==> config.mk <==
export PLATFORM = sky130hd
export DESIGN_NAME = reaction_timer
export DESIGN_NICKNAME = d
export VERILOG_FILES = /design/src/rtl/reaction_timer.sv
export SDC_FILE = /design/constraint.sdc
export NUM_CORES = 1
export LEC_CHECK = 0
export CAP_MARGIN = 20
export CORE_UTILIZATION = 35
export DETAILED_ROUTE_END_ITERATION = 12
export SLEW_MARGIN = 20
export SYNTH_ARGS = -nofsm -noshare
export SYNTH_HDL_FRONTEND = slang
export SYNTH_SLANG_ARGS = --single-unit
==> constraint.sdc <==
create_clock -name clk -period 1.7 [get_ports clk]
set_clock_uncertainty 0.15 [all_clocks]
set_input_delay 0.34 -clock clk [delete_from_list [all_inputs] [get_ports clk]]
set_output_delay 0.34 -clock clk [all_outputs]
set_load 0.01 [all_outputs]
==> src/rtl/reaction_timer.sv <==
// reaction_timer: millisecond count-up stopwatch for the reaction game.
// It measures the time from a start pulse to a stop pulse and saturates at
// MAX_MS, which ends the measurement as a timeout. The frozen result and a
// one-cycle result_valid strobe go to the score/display logic.
module reaction_timer #(
  parameter int MAX_MS      = 1023,
  parameter int CLKS_PER_MS = 50000,
  localparam int W          = $clog2(MAX_MS + 1)
) (
  input  logic         clk,
  input  logic         reset,
  input  logic         start,
  input  logic         stop,
  input  logic         clear,
  output logic [W-1:0] elapsed_ms,
  output logic         running,
  output logic         result_valid,
  output logic         timeout
);

  // The prescaler needs at least one bit, even when one clock equals one ms.
  localparam int PW = (CLKS_PER_MS > 1) ? $clog2(CLKS_PER_MS) : 1;

  localparam logic [PW-1:0] PRESCALE_LAST = PW'(CLKS_PER_MS - 1);
  localparam logic [PW-1:0] PRESCALE_ZERO = {PW{1'b0}};
  localparam logic [PW-1:0] PRESCALE_ONE  = PW'(1);
  localparam logic [W-1:0]  MS_ZERO       = {W{1'b0}};
  localparam logic [W-1:0]  MS_ONE        = W'(1);
  localparam logic [W-1:0]  MS_MAX        = W'(MAX_MS);
  // The tick taken at this value is the one that saturates the count.
  localparam logic [W-1:0]  MS_LAST       = W'(MAX_MS - 1);

  typedef enum logic [1:0] {
    ST_IDLE    = 2'd0,
    ST_RUNNING = 2'd1,
    ST_DONE    = 2'd2
  } state_t;

  state_t        state_r;
  logic [PW-1:0] prescale_r;
  logic          tick_s;

  // A millisecond ends on the last prescaler count.
  always_comb begin
    tick_s = (prescale_r == PRESCALE_LAST);
  end

  // Measurement FSM with registered outputs. Priority while running is
  // clear, then stop, then tick. Stop on a tick edge discards that tick.
  always_ff @(posedge clk or negedge reset) begin
    if (!reset) begin
      state_r      <= ST_IDLE;
      prescale_r   <= PRESCALE_ZERO;
      elapsed_ms   <= MS_ZERO;
      running      <= 1'b0;
      result_valid <= 1'b0;
      timeout      <= 1'b0;
    end else begin
      // result_valid is a strobe. Only the ending edge raises it.
      result_valid <= 1'b0;
      case (state_r)
        ST_IDLE: begin
          if (start) begin
            state_r    <= ST_RUNNING;
            prescale_r <= PRESCALE_ZERO;
            elapsed_ms <= MS_ZERO;
            timeout    <= 1'b0;
            running    <= 1'b1;
          end else begin
            state_r <= ST_IDLE;
          end
        end
        ST_RUNNING: begin
          if (clear) begin
            state_r    <= ST_IDLE;
            prescale_r <= PRESCALE_ZERO;
            elapsed_ms <= MS_ZERO;
            running    <= 1'b0;
          end else if (stop) begin
            state_r      <= ST_DONE;
            running      <= 1'b0;
            result_valid <= 1'b1;
          end else if (tick_s) begin
            prescale_r <= PRESCALE_ZERO;
            if (elapsed_ms == MS_LAST) begin
              state_r      <= ST_DONE;
              elapsed_ms   <= MS_MAX;
              timeout      <= 1'b1;
              running      <= 1'b0;
              result_valid <= 1'b1;
            end else begin
              elapsed_ms <= elapsed_ms + MS_ONE;
            end
          end else begin
            prescale_r <= prescale_r + PRESCALE_ONE;
          end
        end
        ST_DONE: begin
          if (clear) begin
            state_r    <= ST_IDLE;
            elapsed_ms <= MS_ZERO;
            timeout    <= 1'b0;
          end else if (start) begin
            state_r    <= ST_RUNNING;
            prescale_r <= PRESCALE_ZERO;
            elapsed_ms <= MS_ZERO;
            timeout    <= 1'b0;
            running    <= 1'b1;
          end else begin
            state_r <= ST_DONE;
          end
        end
        default: begin
          state_r    <= ST_IDLE;
          prescale_r <= PRESCALE_ZERO;
          elapsed_ms <= MS_ZERO;
          running    <= 1'b0;
          timeout    <= 1'b0;
        end
      endcase
    end
  end

endmodule
==> impl_metrics.env, run 1 <==
export IMPL_status="finished with violations"
export IMPL_violations="setup timing"
export IMPL_p_seq_frac=0.433
export IMPL_finalCritPeriodShare=1.07
export IMPL_rsz0062_at_grt="yes"
export IMPL_routed_via_count=1812
export IMPL_fin_ws_ps=-111
export IMPL_final_core_util=0.583
export IMPL_hold_violations=0
export IMPL_n_antenna_cell=0
export IMPL_ant_nets=0
export IMPL_grt_pass1_vias=1797
export IMPL_synthFlopType="dfrtp_1"
export IMPL_cpPeakStageDelay_ps=410
export IMPL_ys_ff_latch=31
export IMPL_fp_coreArea_um2=5070
export IMPL_startpoint_type="flop"
export IMPL_drt_iter0_drc=55
export IMPL_power_density_nw_per_um2=600
export IMPL_ios=18
export IMPL_crit_type="reg2reg"
export IMPL_hold_class="in2async"
export IMPL_synth_nets=213
export IMPL_cts_sink_count=31
export IMPL_cellLeakagePower_uw=0.00134
export IMPL_p_comb_frac=0.235
export IMPL_cp_slowest_cell="dfrtp_1"
export IMPL_p_sw_frac=0.307
export IMPL_hpwlAfterDp_mm=3.36
export IMPL_cts_tree="yes"
export IMPL_ys_warn_count=0
export IMPL_ir_drop_uv=528
export IMPL_slew_violations=0
export IMPL_crit_path_end_kind="flop"
export IMPL_cp_cell_sequence="nor4b_4, nand4_4, buf_4, nor3_4, nand2_1, o211ai_1"
export IMPL_cts_root_buf="clkbuf_8"
export IMPL_power_uw=1770
export IMPL_internal_power_uw=1230
export IMPL_drc=0
export IMPL_p_sw_uw=544
export IMPL_rows=26
export IMPL_vias_per_cell=5.06
export IMPL_fin_crit_ps=1810
export IMPL_die_area_um2=5560
export IMPL_p_clk_frac=0.332
export IMPL_routed_wl_mm=5.13
export IMPL_crit_arrival_ps=1880
export IMPL_grt_ovfl_total=0
export IMPL_start_util=0.363
export IMPL_setup_viol=28
export IMPL_grt_pass1_wl_mm=8.38
export IMPL_die_w_um=74.6
export IMPL_synth_avg_cell_area_um2=9.00
export IMPL_grt_max_degree=32
export IMPL_nFillCells=462
export IMPL_worst_skew_pair_late_latency_ps=290
export IMPL_nNetsFinal=295
export IMPL_dr_pass1_iters=4
export IMPL_dp_slack_ps=-555
export IMPL_syn2layout_area_growth_pct=60.3
export IMPL_ys_seq_area_frac=0.421
export IMPL_synth_edf_count=0
export IMPL_async_flop_share=1.00
export IMPL_syn_area_um2=1840
export IMPL_setup_tns_final_ps=-2150
export IMPL_synth_cell_types=46
export IMPL_drive_gt1_frac=0.472
export IMPL_clockBufferDepth=2
export IMPL_cap_violations=0
export IMPL_maxSlewHeadroom=0.777
export IMPL_ff2ff_path_depth=6
export IMPL_h_tree_depth=2
export IMPL_gp_congestion=0.812
export IMPL_fmax_mhz=552
export IMPL_antenna_found_initial=0
export IMPL_wl_per_cell_um=14.3
export IMPL_worst_slew_pin_slew_ps=333
export IMPL_track_usage=0.205
export IMPL_worstPathMaxFanout=5
export IMPL_port_buffer_count=17
export IMPL_cts_made_buffers=5
export IMPL_clkSlewWorstSetupHoldPaths_ps=80
export IMPL_syn_inst=205
export IMPL_die_y_um=74.6
export IMPL_cp_data_required_time_ps=1770
## per-stage QoR
step | hold WS, ps | instances | area, µm²
global placement | 358 | 339 | 2490
CTS | 258 | 354 | 2760
global route | 280 | 358 | 2960
floorplan | -106 | 205 | 1870
finish | 251 | 358 | 2960
detailed placement | 348 | 339 | 2490
## layout make-up
class / instances / area (µm²) / area share
clock buffers: 5 / 68.8 / 0.0233
clock inverters: 3 / 15.0 / 0.00508
inverters: 5 / 18.8 / 0.00635
multi-input cells: 159 / 1260 / 0.425
flip-flops and latches: 31 / 778 / 0.263
well taps: 70 / 87.6 / 0.0296
repair buffers: 85 / 731 / 0.247
## routing by layer
layer | track usage | share of wire | vias up | routed length, µm
met4 | 0.0818 | 0.019 | 0 | 100
li1 | - | - | 901 | -
met1 | 0.238 | 0.44 | 872 | 2250
met2 | 0.373 | 0.52 | 28 | 2650
met3 | 0.0339 | 0.025 | 11 | 127
met5 | 0 | 0 | - | 0
## registers in the layout, indices dropped and copies added, names as in the netlist
| name | cells |
|---|---|
| elapsed_ms | 10 |
| prescale_r | 16 |
| result_valid | 1 |
| running | 1 |
| state_r | 2 |
| timeout | 1 |
## critical path: cells and delay by family (launching register included)
| kind | cells | cell delay (ps) |
|---|---|---|
| AND/OR/NAND/NOR | 4 | 820 |
| flip-flops | 1 | 410 |
| buffers and inverters | 1 | 200 |
| AO/OA/AOI/OAI | 1 | 150 |
## power by group through the flow
stage / Combinational (µW) / Sequential [µW] / Clock (µW)
after floorplan: 146 / 780 / 0
after global placement: 291 / 783 / 0
after detailed placement: 292 / 782 / 0
after CTS: 357 / 771 / 592
after global routing: 449 / 771 / 629
final: 416 / 768 / 588
## cells in the mapped netlist (all sizes together), types with 3 or more instances
master	count	area [µm²]
dfrtp	31	776
xor2	9	78.8
a211oi	5	37.5
buf	9	57.6
nor3	9	50.1
inv	5	18.8
nor2	26	100
o21ai	19	98.8
nand3	11	55.1
xnor2	5	43.8
ha	3	37.5
o211ai	3	22.5
a21oi	7	35.0
and3	3	18.8
nand2	27	101
nand4	5	46.3
## final timing paths
check,slack (ps),from,to
worst min-delay path,250,reset,elapsed_ms[2]
worst min register to register,370,timeout,timeout
min in group clk,370,timeout,timeout
worst max-delay path,-110,prescale_r[7],elapsed_ms[9]
max in group asynchronous,970,reset,prescale_r[12]
worst max register to register,-110,prescale_r[7],elapsed_ms[9]
## repair_timing
item | 4_1_cts | 5_1_grt
pin swaps | 20 | 13
hold buffers | 0 | 0
endpoints found under the setup margin | 40 | 31
cloned | 1 | 0
endpoints found under the hold margin | 0 | 0
gates resized for setup | 47 | 49
buffers inserted | 6 | 4
## logic make-up after synthesis
group	count (synthesis)	share of synthesized area
adders and majority gates	3	0.0204
buffers and inverters	15	0.0434
and+or+nand+nor	93	0.269
xor gates and xnor gates	14	0.0665
AOI/OAI and AO/OA	49	0.180
DFF	31	0.421
## cells in the final DEF (no fill, tap or decap), types with 5 or more instances in the layout
| master | netlist | final |
|---|---|---|
| nor3_1 | 8 | 6 |
| buf_6 | 2 | 6 |
| o21ai_0 | 15 | 8 |
| nand2_1 | 27 | 21 |
| nor2_1 | 25 | 12 |
| nor2_2 | 1 | 8 |
| buf_4 | 0 | 58 |
| xor2_1 | 9 | 8 |
| dfrtp_1 | 31 | 29 |
| a21oi_1 | 7 | 5 |
| xnor2_1 | 5 | 5 |
| inv_1 | 5 | 5 |
| clkbuf_8 | 0 | 5 |
| nand2_2 | 0 | 5 |
| nand3_1 | 11 | 10 |
| o21ai_2 | 1 | 9 |
| nor2_4 | 0 | 6 |
| dlygate4sd2_1 | 0 | 12 |
No activity file was read; power rests on OpenSTA's default activity.
==> inputs of run 2 (changes only) <==
--- a/config.mk
+++ b/config.mk
@@ -6,8 +6,10 @@
 export NUM_CORES = 1
 export LEC_CHECK = 0
 export CAP_MARGIN = 20
-export CORE_UTILIZATION = 35
+export CORE_MARGIN = 2
+export CORE_UTILIZATION = 50
 export DETAILED_ROUTE_END_ITERATION = 12
+export PLACE_DENSITY = 0.71
 export SLEW_MARGIN = 20
 export SYNTH_ARGS = -nofsm -noshare
 export SYNTH_HDL_FRONTEND = slang
==> constraint.sdc (replaced) <==
create_clock -name clk -period 1.95 [get_ports clk]
set_clock_uncertainty 0.15 [all_clocks]
set_input_delay 0.39 -clock clk [delete_from_list [all_inputs] [get_ports clk]]
set_output_delay 0.39 -clock clk [all_outputs]
set_load 0.01 [all_outputs]
==> impl_metrics.env, run 2 (synthesized netlist as in run 1, its figures left out) <==
export IMPL_cpLargestDelayFamily="buffers and inverters"
export IMPL_ios=18
export IMPL_setup_tns_final_ps=0
export IMPL_n_antenna_cell=0
export IMPL_cts_made_buffers=5
export IMPL_power_density_nw_per_um2=607
export IMPL_cts_hold_buf=0
export IMPL_grt_pass1_wl_mm=7.83
export IMPL_holdWs_ps=357
export IMPL_cts_sink_count=31
export IMPL_die_w_um=64.7
export IMPL_routed_wl_mm=4.50
export IMPL_reg_top3="prescale_r: 16 flops, elapsed_ms: 10 flops, state_r: 2 flops"
export IMPL_status="finished, final reports clean"
export IMPL_cp_cell_sequence="clkdlybuf4s50_1"
export IMPL_dp_slack_ps=-356
export IMPL_nNetsFinal=256
export IMPL_final_core_util=0.646
export IMPL_final_cell_mix="dfrtp_1, buf_4, nand2_1"
export IMPL_ir_drop_uv=370
export IMPL_fin_ws_ps=65.0
export IMPL_port_buffer_count=17
export IMPL_wl_per_cell_um=15.2
export IMPL_top_register="prescale_r"
export IMPL_critPathLaunch="elapsed_ms[1]"
export IMPL_crit_path_end_kind="output pin"
export IMPL_clockBufferDepth=2
export IMPL_start_util=0.511
export IMPL_gp_congestion=0.856
export IMPL_startpoint_type="flop"
export IMPL_drc=0
export IMPL_grt_max_degree=32
export IMPL_cp_slowest_cell="clkdlybuf4s50_1"
export IMPL_hpwlAfterDp_mm=3.18
export IMPL_nFillCells=318
export IMPL_die_y_um=64.7
export IMPL_fp_coreArea_um2=3610
export IMPL_track_usage=0.240
export IMPL_grt_ovfl_total=0
export IMPL_drive_gt1_frac=0.206
export IMPL_antenna_found_initial=0
export IMPL_cts_tree="yes"
export IMPL_worstPathMaxFanout=7
export IMPL_finalCritPeriodShare=0.967
export IMPL_fin_area_um2=2330
export IMPL_routed_via_count=1692
export IMPL_syn2layout_area_growth_pct=26.3
export IMPL_cts_root_buf="clkbuf_8"
export IMPL_worst_slew_pin_slew_ps=407
export IMPL_clkSlewWorstSetupHoldPaths_ps=70
export IMPL_cellLeakagePower_uw=0.00102
export IMPL_fmax_mhz=530
export IMPL_setup_viol=0
export IMPL_multi_input_area_um2=995
export IMPL_slew_violations=0
export IMPL_drt_iter0_drc=96
export IMPL_regArea_um2=778
export IMPL_dr_pass1_iters=4
export IMPL_maxSlewHeadroom=0.729
export IMPL_cp_data_required_time_ps=1410
export IMPL_rsz0062_at_grt="yes"
export IMPL_rows=22
export IMPL_grt_pass1_vias=1650
export IMPL_h_tree_depth=2
export IMPL_ant_nets=0
export IMPL_r2r_start="state_r[1]"
export IMPL_crit_type="reg2out"
export IMPL_hold_class="in2async"
export IMPL_die_area_um2=4190
export IMPL_hold_violations=0
export IMPL_fin_crit_ps=1890
export IMPL_vias_per_cell=5.72
export IMPL_cpPeakStageDelay_ps=590
export IMPL_place_area_um2=2220
export IMPL_worst_skew_pair_late_latency_ps=280
export IMPL_cap_violations=0
export IMPL_largest_register_ffs=16
export IMPL_crit_arrival_ps=1350
export IMPL_path_buf_inv=1
run 2: report_power, final:
group / internal, µW / switching [µW] / total, µW / leakage (µW)
sequential: 658 / 15.0 / 673 / 0.000425
clock: 277 / 231 / 508 / 0.0000470
combinational: 100 / 132 / 232 / 0.000549
run 2: final timing paths:
path / slack [ps] / cells past startpoint / endpoint
worst min register to register: 380 / 2 / timeout
worst min-delay path: 360 / 2 / elapsed_ms[6]
min in group clk: 380 / 2 / timeout
worst max-delay path: 60 / 1 / elapsed_ms[1]
worst max register to register: 90 / 5 / elapsed_ms[5]
max in group asynchronous: 970 / 2 / state_r[1]
run 2: through the flow:
stage               std cells  total power, µW
finish                    296             1410
global route              296             1480
floorplan                 205              800
CTS                       295             1420
detailed placement        288              915
global placement          288              909
run 2: layout make-up:
class                      count  share of cell area
tap                           48              0.0258
sequential                    31               0.334
clock inverter                 1             0.00215
timing repair buffer          46               0.167
inverter                       5             0.00806
clock buffer                   6              0.0355
multi-input combinational    159               0.427
run 2: what timing repair did:
action,in CTS,in global routing
pin swaps,0,1
gates resized for setup,1,6
endpoints found under the setup margin,13,27
setup buffers,0,1
cloned,0,0
endpoints found under the hold margin,0,0
run 2: layer usage:
layer	track usage	routed length, µm	up-vias
met2	0.365	2080	56
met1	0.358	2190	812
li1	-	-	820
met4	0.0532	25	0
met3	0.0417	208	4
met5	0	0	-
